===== config.mk =====
export PLATFORM = sky130hd
export DESIGN_NAME = hazard_ctrl
export DESIGN_NICKNAME = d
export VERILOG_FILES = /design/src/rtl/hazard_ctrl.sv
export SDC_FILE = /design/constraint.sdc
export NUM_CORES = 1
export LEC_CHECK = 0
export ABC_AREA = 1
export CAP_MARGIN = 25
export CORE_ASPECT_RATIO = 1.75
export CORE_MARGIN = 3
export CORE_UTILIZATION = 35
export DETAILED_ROUTE_END_ITERATION = 8
export GPL_TIMING_DRIVEN = 0
export SYNTH_ARGS = -nofsm -noshare
export SYNTH_HDL_FRONTEND = slang
export SYNTH_SLANG_ARGS = --single-unit

===== constraint.sdc =====
create_clock -name clk -period 1.9 [get_ports clk]
set_input_delay 0.38 -clock clk [delete_from_list [all_inputs] [get_ports clk]]
set_output_delay 0.38 -clock clk [all_outputs]
set_load 0.1 [all_outputs]

===== src/rtl/hazard_ctrl.sv =====
// Pipeline hazard controller for the 5-stage RV32 core: drives the flush/stall controls of
// every pipeline register and the PC, defers taken branches behind in-flight fetches, and counts stalls/flushes.
module hazard_ctrl #(
  parameter int unsigned           ADDR_WIDTH = 32,
  parameter logic [ADDR_WIDTH-1:0] PC_ADDR    = 32'h8000_0000,
  parameter int unsigned           CNT_WIDTH  = 32
) (
  input  logic                  clk,
  input  logic                  reset,
  input  logic [4:0]            id_rs1_addr,
  input  logic [4:0]            id_rs2_addr,
  input  logic                  id_uses_rs1,
  input  logic                  id_uses_rs2,
  input  logic [4:0]            ex_rd_addr,
  input  logic                  ex_MemRead,
  input  logic                  ex_branch_taken,
  input  logic [ADDR_WIDTH-1:0] ex_branch_target,
  input  logic                  if_busy,
  input  logic                  mem_busy,
  output logic [1:0]            ifid_flush_and_stall,
  output logic [1:0]            idex_flush_and_stall,
  output logic [1:0]            exmem_flush_and_stall,
  output logic [1:0]            memwb_flush_and_stall,
  output logic                  pc_stall,
  output logic                  pc_redirect,
  output logic [ADDR_WIDTH-1:0] pc_redirect_target,
  output logic [CNT_WIDTH-1:0]  stall_cycles,
  output logic [CNT_WIDTH-1:0]  flush_count
);

  typedef enum logic {RUN, PEND} state_e;

  localparam logic [1:0] FLUSH = 2'b10;
  localparam logic [1:0] STALL = 2'b01;

  state_e                state_q, state_d;
  logic [ADDR_WIDTH-1:0] target_q, target_d;
  logic [CNT_WIDTH-1:0]  stall_cnt_q, flush_cnt_q;
  logic                  load_use;

  assign load_use = ex_MemRead && (ex_rd_addr != 5'd0) &&
                    ((id_uses_rs1 && (id_rs1_addr == ex_rd_addr)) ||
                     (id_uses_rs2 && (id_rs2_addr == ex_rd_addr)));

  always_comb begin
    ifid_flush_and_stall  = 2'b00;
    idex_flush_and_stall  = 2'b00;
    exmem_flush_and_stall = 2'b00;
    memwb_flush_and_stall = 2'b00;
    pc_stall              = 1'b0;
    pc_redirect           = 1'b0;
    pc_redirect_target    = target_q;
    state_d               = state_q;
    target_d              = target_q;

    if (reset) begin
      state_d  = RUN;
      target_d = PC_ADDR;
    end else if (mem_busy) begin
      // A data wait freezes everything up to MEM; a pending branch stays parked in EX.
      pc_stall              = 1'b1;
      ifid_flush_and_stall  = STALL;
      idex_flush_and_stall  = STALL;
      exmem_flush_and_stall = STALL;
      memwb_flush_and_stall = FLUSH;
    end else begin
      unique case (state_q)
        RUN: begin
          if (ex_branch_taken && !if_busy) begin
            pc_redirect          = 1'b1;
            pc_redirect_target   = ex_branch_target;
            ifid_flush_and_stall = FLUSH;
            idex_flush_and_stall = FLUSH;
          end else if (ex_branch_taken) begin
            pc_stall             = 1'b1;
            ifid_flush_and_stall = FLUSH;
            idex_flush_and_stall = FLUSH;
            target_d             = ex_branch_target;
            state_d              = PEND;
          end else if (load_use) begin
            pc_stall             = 1'b1;
            ifid_flush_and_stall = STALL;
            idex_flush_and_stall = FLUSH;
          end else if (if_busy) begin
            pc_stall             = 1'b1;
            ifid_flush_and_stall = FLUSH;
          end
        end
        PEND: begin
          // Only bubbles trail the deferred branch, so EX-side hazards are irrelevant here.
          ifid_flush_and_stall = FLUSH;
          if (if_busy) begin
            pc_stall = 1'b1;
          end else begin
            pc_redirect = 1'b1;
            state_d     = RUN;
          end
        end
        default: state_d = RUN;
      endcase
    end
  end

  always_ff @(posedge clk) begin
    if (reset) begin
      state_q     <= RUN;
      target_q    <= PC_ADDR;
      stall_cnt_q <= '0;
      flush_cnt_q <= '0;
    end else begin
      state_q  <= state_d;
      target_q <= target_d;
      if (pc_stall) stall_cnt_q <= stall_cnt_q + CNT_WIDTH'(1);
      if (ifid_flush_and_stall[1]) flush_cnt_q <= flush_cnt_q + CNT_WIDTH'(1);
    end
  end

  assign stall_cycles = stall_cnt_q;
  assign flush_count  = flush_cnt_q;

endmodule


# [Word-level counts from Yosys, hierarchy flattened]
# Index checks and enable logic that the tools add are counted.
[totals] ff_bits=97 latchBits=0 ram_bits=0 rom_bits=0 in_bits=55 output_inout_bits=106 memories=0
[op_classes] addsub=2 n_mul=0 n_div=0 n_lt_le_gt_ge=0 eq_ne=2 shifts=0 n_mux=36 n_bitwise=3 reduce_logical=9
[op_table] operator="32-bit two-way mux" count=4
[op_table] operator="32-bit by 1-bit adder with 32-bit output (second input constant)" count=2
[op_table] operator="2-bit two-way mux" count=14
[op_table] operator="1-bit two-way mux" count=14
[op_table] operator="5-bit == test" count=2
[op_table] operator="1-bit one-hot mux with 2 select lines" count=3
[op_table] operator="1-bit logical AND" count=5
[op_table] operator="5-bit nonzero test" count=1
[op_table] operator="2-bit one-hot mux with 2 select lines" count=1
[op_table] operator="4-bit AND reduction" count=1
[op_table] operator="1-bit inverter" count=3
[op_table] operator="1-bit zero test" count=1
[op_table] operator="1-bit logical OR" count=1

# [Longest topological paths before layout]
[depth] depth_word=10 ltp_mapped=13 depth_no_buf=13

# [Least setup slack after synthesis]
# OpenSTA, ideal clock, no wires.
[synth_timing] path_kind="input port to output port" startpoint="input port ex_rd_addr[1]" endpoint="output port idex_flush_and_stall[1]" arrival_ns=3.642 required_time_ns=1.520 slack_ns=-2.122 cell_stages=8 path_cell_list="inv_1 -> nand2_1 -> nand2_1 -> nor2_1 -> nand3_1 -> nand2_2 -> a21oi_1 -> nor4_1"
[synth_via] elab_chain_cells=10
[synth_rtl] item="from (decl)" line="14" text="input logic [4:0] ex_rd_addr,"
[synth_rtl] item="5-bit == test (on tied branches)" line="42, 43"
[synth_rtl] item="1-bit logical AND (on tied branches)" line="42, 43"
[synth_rtl] item="1-bit logical OR" line="42" text="((id_uses_rs1 && (id_rs1_addr == ex_rd_addr)) ||"
[synth_rtl] item="1-bit logical AND (*)" line="41" text="assign load_use = ex_MemRead && (ex_rd_addr != 5'd0) &&"
[synth_rtl] item="2-bit two-way mux (*)" line="80" text="end else if (load_use) begin"
[synth_rtl] item="2-bit two-way mux (*)" line="74" text="end else if (ex_branch_taken) begin"
[synth_rtl] item="2-bit two-way mux (*)" line="69" text="if (ex_branch_taken && !if_busy) begin"
[synth_rtl] item="2-bit two-way mux (*)" line="67" text="unique case (state_q)"
[synth_rtl] item="2-bit two-way mux (*)" line="59" text="end else if (mem_busy) begin"
[synth_rtl] item="2-bit two-way mux (*)" line="56" text="if (reset) begin"
[synth_rtl] item="to (decl)" line="21" text="output logic [1:0] idex_flush_and_stall,"
# Mark *: on every way between the ends. The rest lies on a longest branch, timed or not.

# [Worst setup path after layout]
[layout_timing] startpoint="register state_q" endpoint="output port pc_redirect_target[19]"
[layout_via] elab_chain_cells=3
[layout_rtl] item="from (decl)" line="36" text="state_e state_q, state_d;"
[layout_rtl] item="from (signal assigned)" line="111" text="state_q <= state_d;"
[layout_rtl] item="32-bit two-way mux" line="67"
[layout_rtl] item="32-bit two-way mux" line="59"
[layout_rtl] item="32-bit two-way mux" line="56"
[layout_rtl] item="to (decl)" line="26" text="output logic [ADDR_WIDTH-1:0] pc_redirect_target,"
# Every way passes these cells.

==> impl_metrics.csv <==
group,metric,value,unit
floorplan,fp.coreArea,15500,um2
clocking,cts-root-buf,"clkbuf_16",
sta,period_needed,2.11,ns
finish,area_growth,65.8,%
sta,rsz0062_at_grt,"yes",
logic_synthesis,synthAdderAreaFrac,0.447,%
finish,drive_gt1_share,31.3,%
sta,hold_violations,0,
logic_synthesis,synth_top_family_by_area,"simple AND/OR/NAND/NOR gates",
logic_synthesis,synth-compound-area-share,13.1,%
sta,fin_ws,-0.212,ns
clocking,htreeDepth,3,
global_routing,grt_use_total,22.7,%
route,drtAntennaViolNets,0,
sta,max_freq,473,MHz
setup_path,slowest_delay,0.35,ns
setup_path,cp_max_fo,7,
placement,dp_hpwl,15.0,mm
power,p_switching,1.74,mW
route,route.vias.total,6271,
clocking,cts.path.max_buffers,2,
route,drtIter0Drc,185,
logic_synthesis,synth_cell_types,30,
power,finalPower,5.25,mW
power,p_clk_share,33.9,%
power,ir_worst_vdd,0.366,mV
placement,port_buffers,157,
setup_path,arrival,1.73,ns
route,drc,0,
clocking,cts_buffers,9,
floorplan,std_cell_rows,60,
worst_hold_path,hold_class,"input pin to flop",
setup_path,crit_path_start_kind,"flop",
logic_synthesis,synth-seq-area-share,34.7,%
clocking,postCtsHoldBufs,0,
logic_synthesis,synth_xor_area_share,4.54,%
clocking,clk-insertion-delay-late,0.34,ns
job,drv_cap,0,
route,routedWlPerCell,15.4,um
sta,worstMarginPinSlew,0.814,ns
global_routing,grt_pass1_wl,31.8,mm
setup_path,crit_slowest_cell,"dfxtp_4",
power,pwr-share-comb,26.0,%
placement,dpl_cell_area,8080,um2
finish,multi_input_area,3600,um2
route,drtPass1Iterations,5,
run_status,violations,"setup timing",
finish,final_cells,1297,
sta,finalSetupViolCount,35,
finish,post-route-cell-area,9280,um2
finish,fin_util,59.7,%
global_routing,grt_max_degree,17,
sta,clock_skew,0.0107,ns
route,avgViaCountPerCell,4.84,
sta,relSlewSlack,45.7,%
setup_path,cpLargestDelayFamily,"buffers and inverters",
finish,fin_nets,1163,
finish,regArea,2030,um2
power,cellPowerDensity,565,nW/um2
route,wl,20.0,mm
sta,setup_tns,-5.98,ns
clocking,cts_tree,"done",
logic_synthesis,syn_area_per_cell,6.13,um2
power,swShare,33.1,%
global_routing,antenna_found_initial,0,
logic_synthesis,yosys_warnings,0,
logic_synthesis,synthSimpleGateAreaFrac,35.6,%
logic_synthesis,netlist_instances,913,
setup_path,path_buf_inv,5,
sta,drv_slew,0,
power,seq_power_share,40.1,%
floorplan,die-area,17600,um2
finish,n_antenna_cell,0,
logic_synthesis,syn_area,5600,um2
setup_path,worstPathCellList,"inv_2 > nand4_1 > buf_6 > buf_12 > clkbuf_16 > o21ai_4 > buf_12",
power,leakagePower,3.71,nW
logic_synthesis,yosys_register_bits,97,
floorplan,dieWidth,102,um
run_status,outcome,"complete, but fails checks",
setup_path,critPathRequiredTime,1.52,ns
global_routing,overflow,0,
finish,fill_cells,1521,
sta,post-route-period-util,111,%
floorplan,start_util,36.0,%
setup_path,cpMostUsedCell,"buf_12",
global_routing,first_global_vias,6282,
floorplan,io_pins,161,
setup_path,critPathCaptureType,"primary output",
clocking,clk_pin_slew,0.07,ns
placement,place_congestion,0.926,
clocking,cts_sinks,97,
setup_path,critPathKind,"flop to primary output",
placement,dpl.cell_count,1257,
floorplan,die_h,173,um
logic_synthesis,synth_mux_area_share,0,%
power,p_int,3.51,mW
-- synth_stat cells (all sizes together) --
cell      n  area (um2)
conb      1        3.75
inv     116         435
buf      17         130
o21ai    65         325
a21boi    1        11.3
nand4     8        50.1
xor2     21         184
nor3     27         146
clkbuf   23        86.3
ha        2        25.0
a211oi    1        7.51
nand2   285        1080
o211ai    1        7.51
nor2    116         445
xnor2     8        70.1
dfxtp    97        1940
a21oi    75         379
nor4      3        18.8
nand3    44         233
nand3b    2        15.0
-- placed cells by master (no fill, tap or decap), drive strengths merged --
cell | synthesis | layout
nor2 | 116 | 116
buf | 17 | 99
clkinv | 0 | 3
o21ai | 65 | 65
nand2 | 285 | 285
xnor2 | 8 | 8
nand4 | 8 | 8
o211ai | 1 | 1
clkbuf | 23 | 35
nand3 | 44 | 44
clkdlybuf4s50 | 0 | 32
inv | 116 | 118
conb | 1 | 2
a21boi | 1 | 1
nand3b | 2 | 2
nor4 | 3 | 3
ha | 2 | 2
a211oi | 1 | 1
clkdlybuf4s15 | 0 | 65
xor2 | 21 | 21
dlygate4sd2 | 0 | 1
a21oi | 75 | 75
nor3 | 27 | 27
dfxtp | 97 | 97
-- flip-flops by register name, summed over array words and instances (netlist names) --
signal and cells:
target_q 32, stall_cycles 32, state_q 1, flush_count 32
-- layer usage --
metal  track usage, %  share of wire [%]
met5                0                  0
met4             6.49                2.5
met3             3.62                3.8
met2             44.6                 58
met1             23.7                 36
-- area by class of cell --
type | count | share of cell area (%)
clock buffers | 11 | 2.62
multi-input cells | 661 | 38.8
well taps | 186 | 2.51
repair buffers | 183 | 24.3
inverters | 116 | 5.18
plain buffers | 38 | 4.37
flip-flops and latches | 97 | 21.8
clock inverters | 5 | 0.405
-- path summary, 6_finish.rpt --
check                  startpoint  cells after the start                      to  slack [ns]
hold reg to reg   flush_count[26]                      2         flush_count[26]        0.48
setup reg to reg   flush_count[0]                      7         flush_count[30]        0.11
setup / recovery          state_q                      7  pc_redirect_target[19]       -0.21
hold / removal              reset                      3          flush_count[5]        0.42
-- what timing repair did --
item | in CTS | in global routing
endpoints found under the hold margin | 0 | 0
resized for setup | 633 | 86
setup buffers | 13 | 9
setup endpoints to repair | 198 | 60
cloned | 1 | 3
pin swaps | 27 | 39
-- per-stage QoR --
stage | worst slack, ns | hold WS (ns)
after global placement | -2.12 | 0.464
after detailed placement | -2.11 | 0.464
after CTS | -0.175 | 0.414
final | -0.212 | 0.419
after floorplan | -0.311 | 0.469
after global routing | -0.241 | 0.425
-- cell families (layout without fill, tap and decap cells) --
group / Yosys count / count (layout)
compound gates: 143 / 143
buf+inv: 156 / 353
simple gates: 485 / 485
fa+ha+maj: 2 / 2
xor+xnor: 29 / 29
flops: 97 / 97
other cells: 1 / 2
-- power by group through the flow --
stage / Combinational [mW] / Sequential (mW) / Clock (mW)
after detailed placement: 1.17 / 2.15 / 0
after global routing: 1.43 / 2.11 / 1.90
after floorplan: 0.783 / 2.21 / 0
after global placement: 1.17 / 2.15 / 0
final: 1.36 / 2.11 / 1.78
after CTS: 1.32 / 2.10 / 1.83
-- worst min-delay path: stages --
cell and delay (ns):
clkbuf_16 0.14, clkbuf_16 0.16, a21oi_1 0.04
Note: power is estimated with default switching activity, not from simulation.
